===== config.mk =====
export PLATFORM = sky130hd
export DESIGN_NAME = dff_chain_loader
export DESIGN_NICKNAME = d
export VERILOG_FILES = /design/src/rtl/dff_chain_loader.sv
export SDC_FILE = /design/constraint.sdc
export NUM_CORES = 1
export LEC_CHECK = 0
export CORE_MARGIN = 2
export CORE_UTILIZATION = 40
export DETAILED_ROUTE_END_ITERATION = 10
export PLACE_DENSITY = 0.66
export REMOVE_ABC_BUFFERS = 1
export SYNTH_ARGS = -nofsm -noshare
export SYNTH_HDL_FRONTEND = slang
export SYNTH_SLANG_ARGS = --single-unit

===== constraint.sdc =====
create_clock -name clk -period 4.1 [get_ports clk]
set_input_delay 1.025 -clock clk [delete_from_list [all_inputs] [get_ports clk]]
set_output_delay 1.025 -clock clk [all_outputs]
set_load 0.01 [all_outputs]

===== src/rtl/dff_chain_loader.sv =====
// Serially loads a master-slave DFF chain from a parallel word (MSB first),
// strobes latch, and returns the bits seen on sdi as a readback word.
module dff_chain_loader #(
    parameter int WIDTH = 8,
    parameter int DIV   = 2,
    parameter int GAP   = 1
) (
    input  logic             clk,
    input  logic             rst_n,
    input  logic [WIDTH-1:0] load_data,
    input  logic             load_valid,
    output logic             load_ready,
    input  logic             abort,
    output logic             sdo,
    output logic             shift_en,
    input  logic             sdi,
    output logic             latch,
    output logic             busy,
    output logic             done,
    output logic [WIDTH-1:0] rd_data
);

    localparam int BW = $clog2(WIDTH);
    localparam int DW = (DIV > 1) ? $clog2(DIV) : 1;
    localparam int GW = (GAP > 1) ? $clog2(GAP) : 1;
    localparam logic [BW-1:0] BIT_LAST = BW'(WIDTH - 1);
    localparam logic [DW-1:0] DIV_LAST = DW'(DIV - 1);
    localparam logic [GW-1:0] GAP_LAST = GW'((GAP > 0) ? GAP - 1 : 0);

    typedef enum logic [1:0] {
        S_IDLE,
        S_SHIFT,
        S_LATCH,
        S_GAP
    } state_t;

    state_t           state;
    logic [WIDTH-1:0] shreg;
    logic [WIDTH-1:0] rx;
    logic [BW-1:0]    bit_cnt;
    logic [DW-1:0]    div_cnt;
    logic [GW-1:0]    gap_cnt;
    logic             tick;

    // Last cycle of each bit; abort in that cycle must not clock the chain.
    assign tick       = (state == S_SHIFT) && (div_cnt == '0);
    assign shift_en   = tick && !abort;
    assign sdo        = (state == S_SHIFT) && shreg[WIDTH-1];
    assign load_ready = (state == S_IDLE);
    assign busy       = (state != S_IDLE);
    assign latch      = (state == S_LATCH);

    always_ff @(posedge clk or negedge rst_n) begin
        if (!rst_n) begin
            state   <= S_IDLE;
            shreg   <= '0;
            rx      <= '0;
            bit_cnt <= '0;
            div_cnt <= '0;
            gap_cnt <= '0;
            done    <= 1'b0;
            rd_data <= '0;
        end else begin
            done <= 1'b0;
            case (state)
                S_IDLE: begin
                    if (load_valid) begin
                        shreg   <= load_data;
                        rx      <= '0;
                        bit_cnt <= BIT_LAST;
                        div_cnt <= DIV_LAST;
                        state   <= S_SHIFT;
                    end
                end
                S_SHIFT: begin
                    if (abort) begin
                        state <= S_IDLE;
                    end else if (tick) begin
                        shreg   <= {shreg[WIDTH-2:0], 1'b0};
                        rx      <= {rx[WIDTH-2:0], sdi};
                        div_cnt <= DIV_LAST;
                        if (bit_cnt == '0) begin
                            state <= S_LATCH;
                        end else begin
                            bit_cnt <= bit_cnt - 1'b1;
                        end
                    end else begin
                        div_cnt <= div_cnt - 1'b1;
                    end
                end
                S_LATCH: begin
                    rd_data <= rx;
                    done    <= 1'b1;
                    if (GAP > 0) begin
                        gap_cnt <= GAP_LAST;
                        state   <= S_GAP;
                    end else begin
                        state <= S_IDLE;
                    end
                end
                S_GAP: begin
                    if (gap_cnt == '0) begin
                        state <= S_IDLE;
                    end else begin
                        gap_cnt <= gap_cnt - 1'b1;
                    end
                end
                default: state <= S_IDLE;
            endcase
        end
    end

endmodule


==> results of run 1 <==
==> power groups by stage <==
stage | combinational [mW] | clock, mW | sequential (mW)
after floorplan | 0.147 | 0 | 0.431
after global placement | 0.238 | 0 | 0.431
after detailed placement | 0.245 | 0 | 0.435
after CTS | 0.245 | 0.175 | 0.429
after global routing | 0.269 | 0.195 | 0.440
final | 0.241 | 0.166 | 0.428
==> sequential cells by signal (all words and copies together), names as in the netlist, named ones only <==
name     flops
done         1
rd_data      8
rx           8
bit_cnt      3
shreg        8
div_cnt      1
state        1
==> metal layers <==
layer / part of all wire / global-route usage / vias up
met1: 0.45 / 0.1655 / 453
met3: 0.052 / 0.04286 / 6
li1: - / - / 500
met2: 0.48 / 0.2066 / 19
met4: 0.022 / 0.07880 / 0
met5: 0 / 0 / -
==> per-stage QoR <==
step / cell area [µm²] / worst slack [ns] / cells
final: 1757 / 0.6692 / 207
after global routing: 1757 / 0.6051 / 207
after CTS: 1757 / 0.6471 / 207
after global placement: 1704 / 0.6584 / 199
after floorplan: 1356 / 1.193 / 123
after detailed placement: 1704 / 0.6666 / 199
==> layout make-up <==
class	count	share of cell area
Timing Repair Buffer	30	0.1652
Sequential cell	31	0.4416
Tap cell	46	0.03276
Clock inverter	3	0.008547
Inverter	14	0.02991
Multi-Input combinational cell	78	0.3006
Clock buffer	5	0.02137
==> cell families (layout without fill, tap and decap cells) <==
| family | after synthesis | after routing | share of synthesized area |
|---|---|---|---|
| and+or+nand+nor | 34 | 34 | 0.1243 |
| buffers and inverters | 22 | 52 | 0.07460 |
| DFF | 31 | 31 | 0.5506 |
| muxes | 18 | 18 | 0.1314 |
| AOI/OAI and AO/OA | 24 | 24 | 0.1013 |
| adders and majority gates | 2 | 2 | 0.01776 |
==> final timing paths <==
| kind | startpoint | endpoint | slack (ns) | cells after the start |
|---|---|---|---|---|
| setup / recovery | abort | shift_en | 0.67 | 3 |
| hold / removal | rd_data[7] | rd_data[7] | 0.48 | 2 |
| setup reg to reg | state[0] | rx[1] | 2.21 | 5 |
| hold reg to reg | rd_data[7] | rd_data[7] | 0.48 | 2 |
| max in group asynchronous | rst_n | rd_data[1] | 2.74 | 2 |
| min in group asynchronous | rst_n | shreg[6] | 1.07 | 2 |
==> worst max-delay path, delay by kind of cell <==
kind | cells | cell delay (ns)
AND/OR/NAND/NOR | 1 | 0.33
buffers and inverters | 2 | 1.05
==> cells in the final DEF, fill, tap and decap left out, drive strengths merged, types with 2 or more instances in the layout <==
cell            n
dfrtp          31
clkdlybuf4s50  26
nand2          16
inv            14
mux2i          14
o21ai          10
a21oi           6
nor2            5
nor3            5
clkbuf          5
mux2            4
buf             4
clkinv          3
nand2b          2
ha              2
==> results_dict.tcl, run 1 <==
set metrics [dict create \
    status "finished, final reports clean" \
    avgRoutedWirePerCell_um 11.30 \
    fin_crit_ns 3.431 \
    regArea_um2 775.7 \
    required_ns 3.07 \
    period_share 0.8368 \
    avgViaCountPerCell 4.725 \
    rows 21 \
    hold_slack_ns 0.4816 \
    route.detailed.drc 0 \
    vias 978 \
    insertion_delay_ns 0.33 \
    rsz0062_at_grt "false" \
    path_cells "clkdlybuf4s50_1, nor4b_2, clkdlybuf4s50_1" \
    crit_path_max_fanout 3 \
    hpwlAfterDp_um 1690 \
    cts_sinks 31 \
    synth.distinct_cells 29 \
    ioPinCount 27 \
    seqPwrFrac 0.513 \
    crit_arrival_ns 2.41 \
    h-tree-depth 2 \
    place.gp.congestion 0.7232 \
    synthTopCellsByArea "dfrtp_1 55%, mux2i_1 9.9%, nand2_1 4.3%" \
    grt_pass1_vias 949 \
    drive_above_1_share 0.1118 \
    yosysMostFrequentCell "dfrtp_1" \
    p_sw_frac 0.3062 \
    numCtsBuffers 5 \
    total_power_uw 834.5 \
    cts-resized-gates 0 \
    die_x_um 63.35 \
    portBuffers 26 \
    max_freq_mhz 291.5 \
    slew-limit-headroom 0.6459 \
    intPower_uw 579.0 \
    ys_seq_area_frac 0.5506 \
    synth_edf_count 0 \
    num_antenna_cells 0 \
    antenna_found_initial 0 \
    p_clk_frac 0.199 \
    die-area_um2 4013 \
    yosysTopAreaCellShare 0.5506 \
    coreArea_um2 3363 \
    grt_pass1_wl_um 4153 \
    power.switching_uw 255.5 \
    crit_path_frequent_cell "clkdlybuf4s50_1" \
    hp-class "flop to flop" \
    synth_flop_cell "dfrtp_1" \
    ir_drop_uv 234.2 \
    synth_top_cell_by_area "dfrtp_1" \
    post-cts-setup-buffers 0 \
    drt-pass1-iter-count 4 \
    slowest_stage "clkdlybuf4s50_1" \
    setup_violations 0 \
    clockRootBuffer "clkbuf_4" \
    async_reset_ff_frac 1.000 \
    p_per_area_nw_per_um2 475.1 \
    synth_commonest_cells "31 x dfrtp_1, 16 x nand2_1, 14 x inv_1, 14 x mux2i_1, 10 x o21ai_0" \
    synth_seq_cells 31 \
    hold_violations 0 \
    gr-total-overflow 0 \
    fin_util 0.5223 \
    wl_um 2339 \
    criticalPathCategory "input port to output port" \
    fillerInstances 332 \
    cts_hold_buf 0 \
    clk_pin_slew_ns 0.09 \
    postSynthAreaPerCell_um2 10.75 \
    start_util 0.4189 \
    fin_worst_skew_ns 0.01233 \
    synthCells 131 \
    grt_max_degree 32 \
    die_y_um 63.35 \
    power.leakage_nw 0.7987 \
    multiInputGateArea_um2 528.0 \
    clk_path_buf_depth 2 \
    cts_tree "yes" \
    endpoint_kind "output port" \
    max_cap_violations 0 \
    setup_tns_ns 0 \
    tightest_slew_ns 0.5312 \
    drt_iter0_markers 30 \
    start_kind "input port" \
    yosysWarnings 0 \
    cpPeakStageDelay_ns 0.59 \
    grt_usage 0.1345 \
    drv_slew 0 \
    fin_nets 175 \
    ant_nets 0 \
    area_growth_pct 24.69 \
    p_comb_frac 0.288 \
    synth_area_um2 1409 \
]
Note: power is estimated with default switching activity, not from simulation.
==> run 2: changes to the inputs <==
PLACE_DENSITY = 0.69   (was 0.66)
clock period = 3.1 ns   (was 4.1 ns; I/O delays follow)
==> run 2 against run 1 <==
Global-route usage increased by 1.3 points. Design area increased by 1.8%. Core utilization increased by 0.93 points. Total power increased by 39%. Sequential power increased by 32%. Critical path depth unchanged. Critical endpoint unchanged. Highest routed layer unchanged.
==> results_dict.tcl, run 2 (synthesized netlist as in run 1, its figures left out) <==
set metrics [dict create \
    required_ns 2.32 \
    cts_tree "yes" \
    start_kind "input port" \
    clk_pin_slew_ns 0.09 \
    power.leakage_nw 0.8118 \
    grt_pass1_vias 1012 \
    place.gp.congestion 0.6814 \
    setup_ws_ns 0.09250 \
    coreArea_um2 3363 \
    wl_um 2496 \
    grt_usage 0.1475 \
    crit_arrival_ns 2.23 \
    crit_path_max_fanout 3 \
    numCtsBuffers 5 \
    area_growth_pct 26.91 \
    dpl.cell_count 201 \
    max_cap_violations 0 \
    avgViaCountPerCell 4.789 \
    fin_nets 177 \
    die_y_um 63.35 \
    hpwlAfterDp_um 1798 \
    fin_crit_ns 3.008 \
    dpl_worst_slack_ns 0.1001 \
    post-cts-setup-buffers 0 \
    hp-class "flop to flop" \
    die-area_um2 4013 \
    setup_violations 0 \
    drt_iter0_markers 29 \
    h-tree-depth 2 \
    drv_slew 0 \
    cts_hold_buf 0 \
    drt-pass1-iter-count 4 \
    rows 21 \
    gr-total-overflow 0 \
    slew-limit-headroom 0.7439 \
    criticalPathCategory "input port to output port" \
    start_util 0.4189 \
    ioPinCount 27 \
    final_cell_mix "31 x dfrtp_1, 26 x clkdlybuf4s50_1, 16 x nand2_1, 14 x inv_1, 14 x mux2i_1" \
    hold_slack_ns 0.4796 \
    stdcell_area_um2 1788 \
    cts_sinks 31 \
    status "finished, final reports clean" \
    avgRoutedWirePerCell_um 11.94 \
    rsz0062_at_grt "false" \
    hold_violations 0 \
    p_per_area_nw_per_um2 648.0 \
    biggestRegsByFlops "rd_data (8), rx (8), shreg (8)" \
    ir_drop_uv 324.1 \
    vias 1001 \
    clk_path_buf_depth 2 \
    num_antenna_cells 0 \
    ant_nets 0 \
    max_freq_mhz 332.5 \
    die_x_um 63.35 \
    fillerInstances 334 \
    clockRootBuffer "clkbuf_4" \
    endpoint_kind "output port" \
    tightest_slew_ns 0.3841 \
    setup_tns_ns 0 \
    place_area_um2 1719 \
    cts-resized-gates 0 \
    grt_pass1_wl_um 4491 \
    period_share 0.9702 \
    fin_worst_skew_ns 0.01147 \
    antenna_found_initial 0 \
    final_common_cell "dfrtp_1" \
    drive_above_1_share 0.1166 \
    grt_max_degree 32 \
    portBuffers 26 \
    route.detailed.drc 0 \
    instances_no_fill 209 \
    insertion_delay_ns 0.33 \
]
==> run 2: changes by cell type in the layout (fill, tap and decap cells not counted) <==
cell,delta
clkbuf_8,+2
clkbuf_1,+1
buf_4,+2
clkinv_2,-3
==> run 2: critical path, stage by stage <==
cell and delay (ns):
clkdlybuf4s50_1 0.47, nor4b_2 0.37, clkdlybuf4s50_1 0.61
==> run 2: layout make-up <==
| class | instances | area, µm² | area share |
|---|---|---|---|
| clock buffer | 8 | 68.82 | 0.03849 |
| inverter | 14 | 52.55 | 0.02939 |
| multi-input combinational | 78 | 528.0 | 0.2953 |
| sequential | 31 | 775.7 | 0.4339 |
| tap | 46 | 57.56 | 0.03219 |
| timing repair buffer | 32 | 305.3 | 0.1707 |
==> run 2: per-stage QoR <==
stage	total power [mW]	utilization
floorplan	0.7646	-
global placement	0.8860	0.5112
detailed placement	0.9046	0.5112
CTS	1.172	0.5316
global route	1.250	0.5316
finish	1.159	0.5316
==> run 2: per-layer routing <==
metal / global-route usage / part of all wire
met5: 0 / 0
met4: 0.07337 / 0.022
met3: 0.05536 / 0.060
met2: 0.2461 / 0.49
met1: 0.1644 / 0.43
==> run 2: final timing paths <==
check	from	end	slack [ns]	depth (start not counted)
worst max-delay path	abort	shift_en	0.09	3
min in group asynchronous	rst_n	bit_cnt[1]	0.83	2
worst max register to register	state[0]	rx[6]	1.13	5
max in group asynchronous	rst_n	rd_data[0]	2.00	2
worst min-delay path	rd_data[4]	rd_data[4]	0.48	2
worst min register to register	rd_data[4]	rd_data[4]	0.48	2
==> run 2: where the power goes <==
group	switching, mW	total [mW]	leakage (nW)	internal [mW]
Sequential	0.0583	0.567	0.371	0.508
Combinational	0.149	0.325	0.402	0.175
Clock	0.134	0.267	0.0386	0.133
Total	0.341	1.16	0.812	0.817
==> run 3: changes to the inputs <==
PLACE_DENSITY = unset   (was 0.69)
PLACE_DENSITY_LB_ADDON = 0.25   (was unset)
==> run 3 against run 2 <==
First-iteration DRC count rose by 45%. Via count up 0.30%. Fmax up 0.68%. Combinational power barely moved. Worst setup slack improved by 0.020 ns. Critical path type unchanged. Largest power group unchanged. Highest routed layer unchanged.
==> results_dict.tcl, run 3 (synthesized netlist as in run 1, its figures left out) <==
set metrics [dict create \
    post-cts-setup-buffers 0 \
    p_per_area_nw_per_um2 648.8 \
    reg2regPathDepth 5 \
    hpwlAfterDp_um 1763 \
    vias 1004 \
    antenna_found_initial 0 \
    drv_slew 0 \
    tightest_slew_ns 0.3888 \
    crit_arrival_ns 2.21 \
    fin_worst_skew_ns 0.008040 \
    cts_sinks 31 \
    setup_tns_ns 0 \
    route.detailed.drc 0 \
    slew-limit-headroom 0.7408 \
    hold_slack_ns 0.4819 \
    insertion_delay_ns 0.33 \
    num_antenna_cells 0 \
    portBuffers 26 \
    instances_no_fill 209 \
    timing.rr.end "rx[7]" \
    cts_hold_buf 0 \
    criticalPathCategory "input port to output port" \
    grt_pass1_vias 984 \
    status "finished, final reports clean" \
    die_x_um 63.35 \
    setup_violations 0 \
    required_ns 2.32 \
    numCtsBuffers 5 \
    clockRootBuffer "clkbuf_4" \
    power.leakage_nw 0.8118 \
    area_growth_pct 26.91 \
    avgViaCountPerCell 4.804 \
    grt_max_degree 32 \
    clk_path_buf_depth 2 \
    holdPathStages 2 \
    die-area_um2 4013 \
    r2r_slack_ns 1.20 \
    rr_startpoint "state[0]" \
    place.gp.congestion 0.7144 \
    fin_nets 177 \
    hold_violations 0 \
    start_util 0.4189 \
    final_common_cell "dfrtp_1" \
    clk_pin_slew_ns 0.08 \
    hp-class "flop to flop" \
    die_y_um 63.35 \
    start_kind "input port" \
    avgRoutedWirePerCell_um 11.99 \
    wl_um 2505 \
    ant_nets 0 \
    cts_tree "yes" \
    period_share 0.9636 \
    hp-start "rd_data[7]" \
    drt-pass1-iter-count 4 \
    max_freq_mhz 334.8 \
    rows 21 \
    drive_above_1_share 0.1166 \
    ir_drop_uv 319.4 \
    biggestRegsByFlops "rd_data (8), rx (8), shreg (8)" \
    gr-total-overflow 0 \
    final_cell_mix "31 x dfrtp_1, 26 x clkdlybuf4s50_1, 16 x nand2_1, 14 x inv_1, 14 x mux2i_1" \
    dpl.cell_count 201 \
    grt_pass1_wl_um 4381 \
    rsz0062_at_grt "false" \
    cts-resized-gates 0 \
    ioPinCount 27 \
    coreArea_um2 3363 \
    fin_crit_ns 2.987 \
    fillerInstances 324 \
    endpoint_kind "output port" \
    grt_usage 0.1410 \
    crit_path_max_fanout 3 \
    h-tree-depth 2 \
    drt_iter0_markers 42 \
    max_cap_violations 0 \
    hold-path-endpoint "rd_data[7]" \
]
[run 3: cell counts in the layout (fill, tap and decap cells not counted)]
No cell type changed its count.
[run 3: power by group]
| part | internal [mW] | switching [mW] |
|---|---|---|
| Sequential | 0.508 | 0.0589 |
| Combinational | 0.175 | 0.148 |
| Clock | 0.133 | 0.136 |
[run 3: layer usage]
metal / part of all wire / vias up / track usage / wire length (µm)
li1: - / 497 / - / -
met4: 0.017 / 0 / 0.07337 / 42
met1: 0.45 / 483 / 0.1586 / 1136
met5: 0 / - / 0 / 0
met2: 0.48 / 20 / 0.2355 / 1195
met3: 0.052 / 4 / 0.04821 / 131
[run 3: through the flow]
stage	util	setup WS [ns]	power, mW	cell area (µm²)
finish	0.5316	0.1128	1.160	1788
global route	0.5316	0.03965	1.240	1788
floorplan	-	0.4432	0.7646	1356
CTS	0.5316	0.09960	1.173	1788
detailed placement	0.5112	0.1174	0.9034	1719
global placement	0.5112	0.09583	0.8872	1719
[run 3: area by class of cell]
| type | count | area [µm²] | share of cell area |
|---|---|---|---|
| tap | 46 | 57.56 | 0.03219 |
| inverter | 14 | 52.55 | 0.02939 |
| clock buffer | 8 | 68.82 | 0.03849 |
| multi-input combinational | 78 | 528.0 | 0.2953 |
| sequential | 31 | 775.7 | 0.4339 |
| timing repair buffer | 32 | 305.3 | 0.1707 |
[run 3: worst max path at each step]
stage                      from        to  depth (start not counted)
final                     abort  shift_en                          3
after global routing      abort  shift_en                          3
after CTS                 abort  shift_en                          3
after detailed placement  abort  shift_en                          3
after global placement    abort  shift_en                          3
after floorplan           abort  shreg[4]                          3
[run 3: worst max-delay path: stages]
cell and delay [ns]:
clkdlybuf4s50_1 0.46, nor4b_2 0.37, clkdlybuf4s50_1 0.61
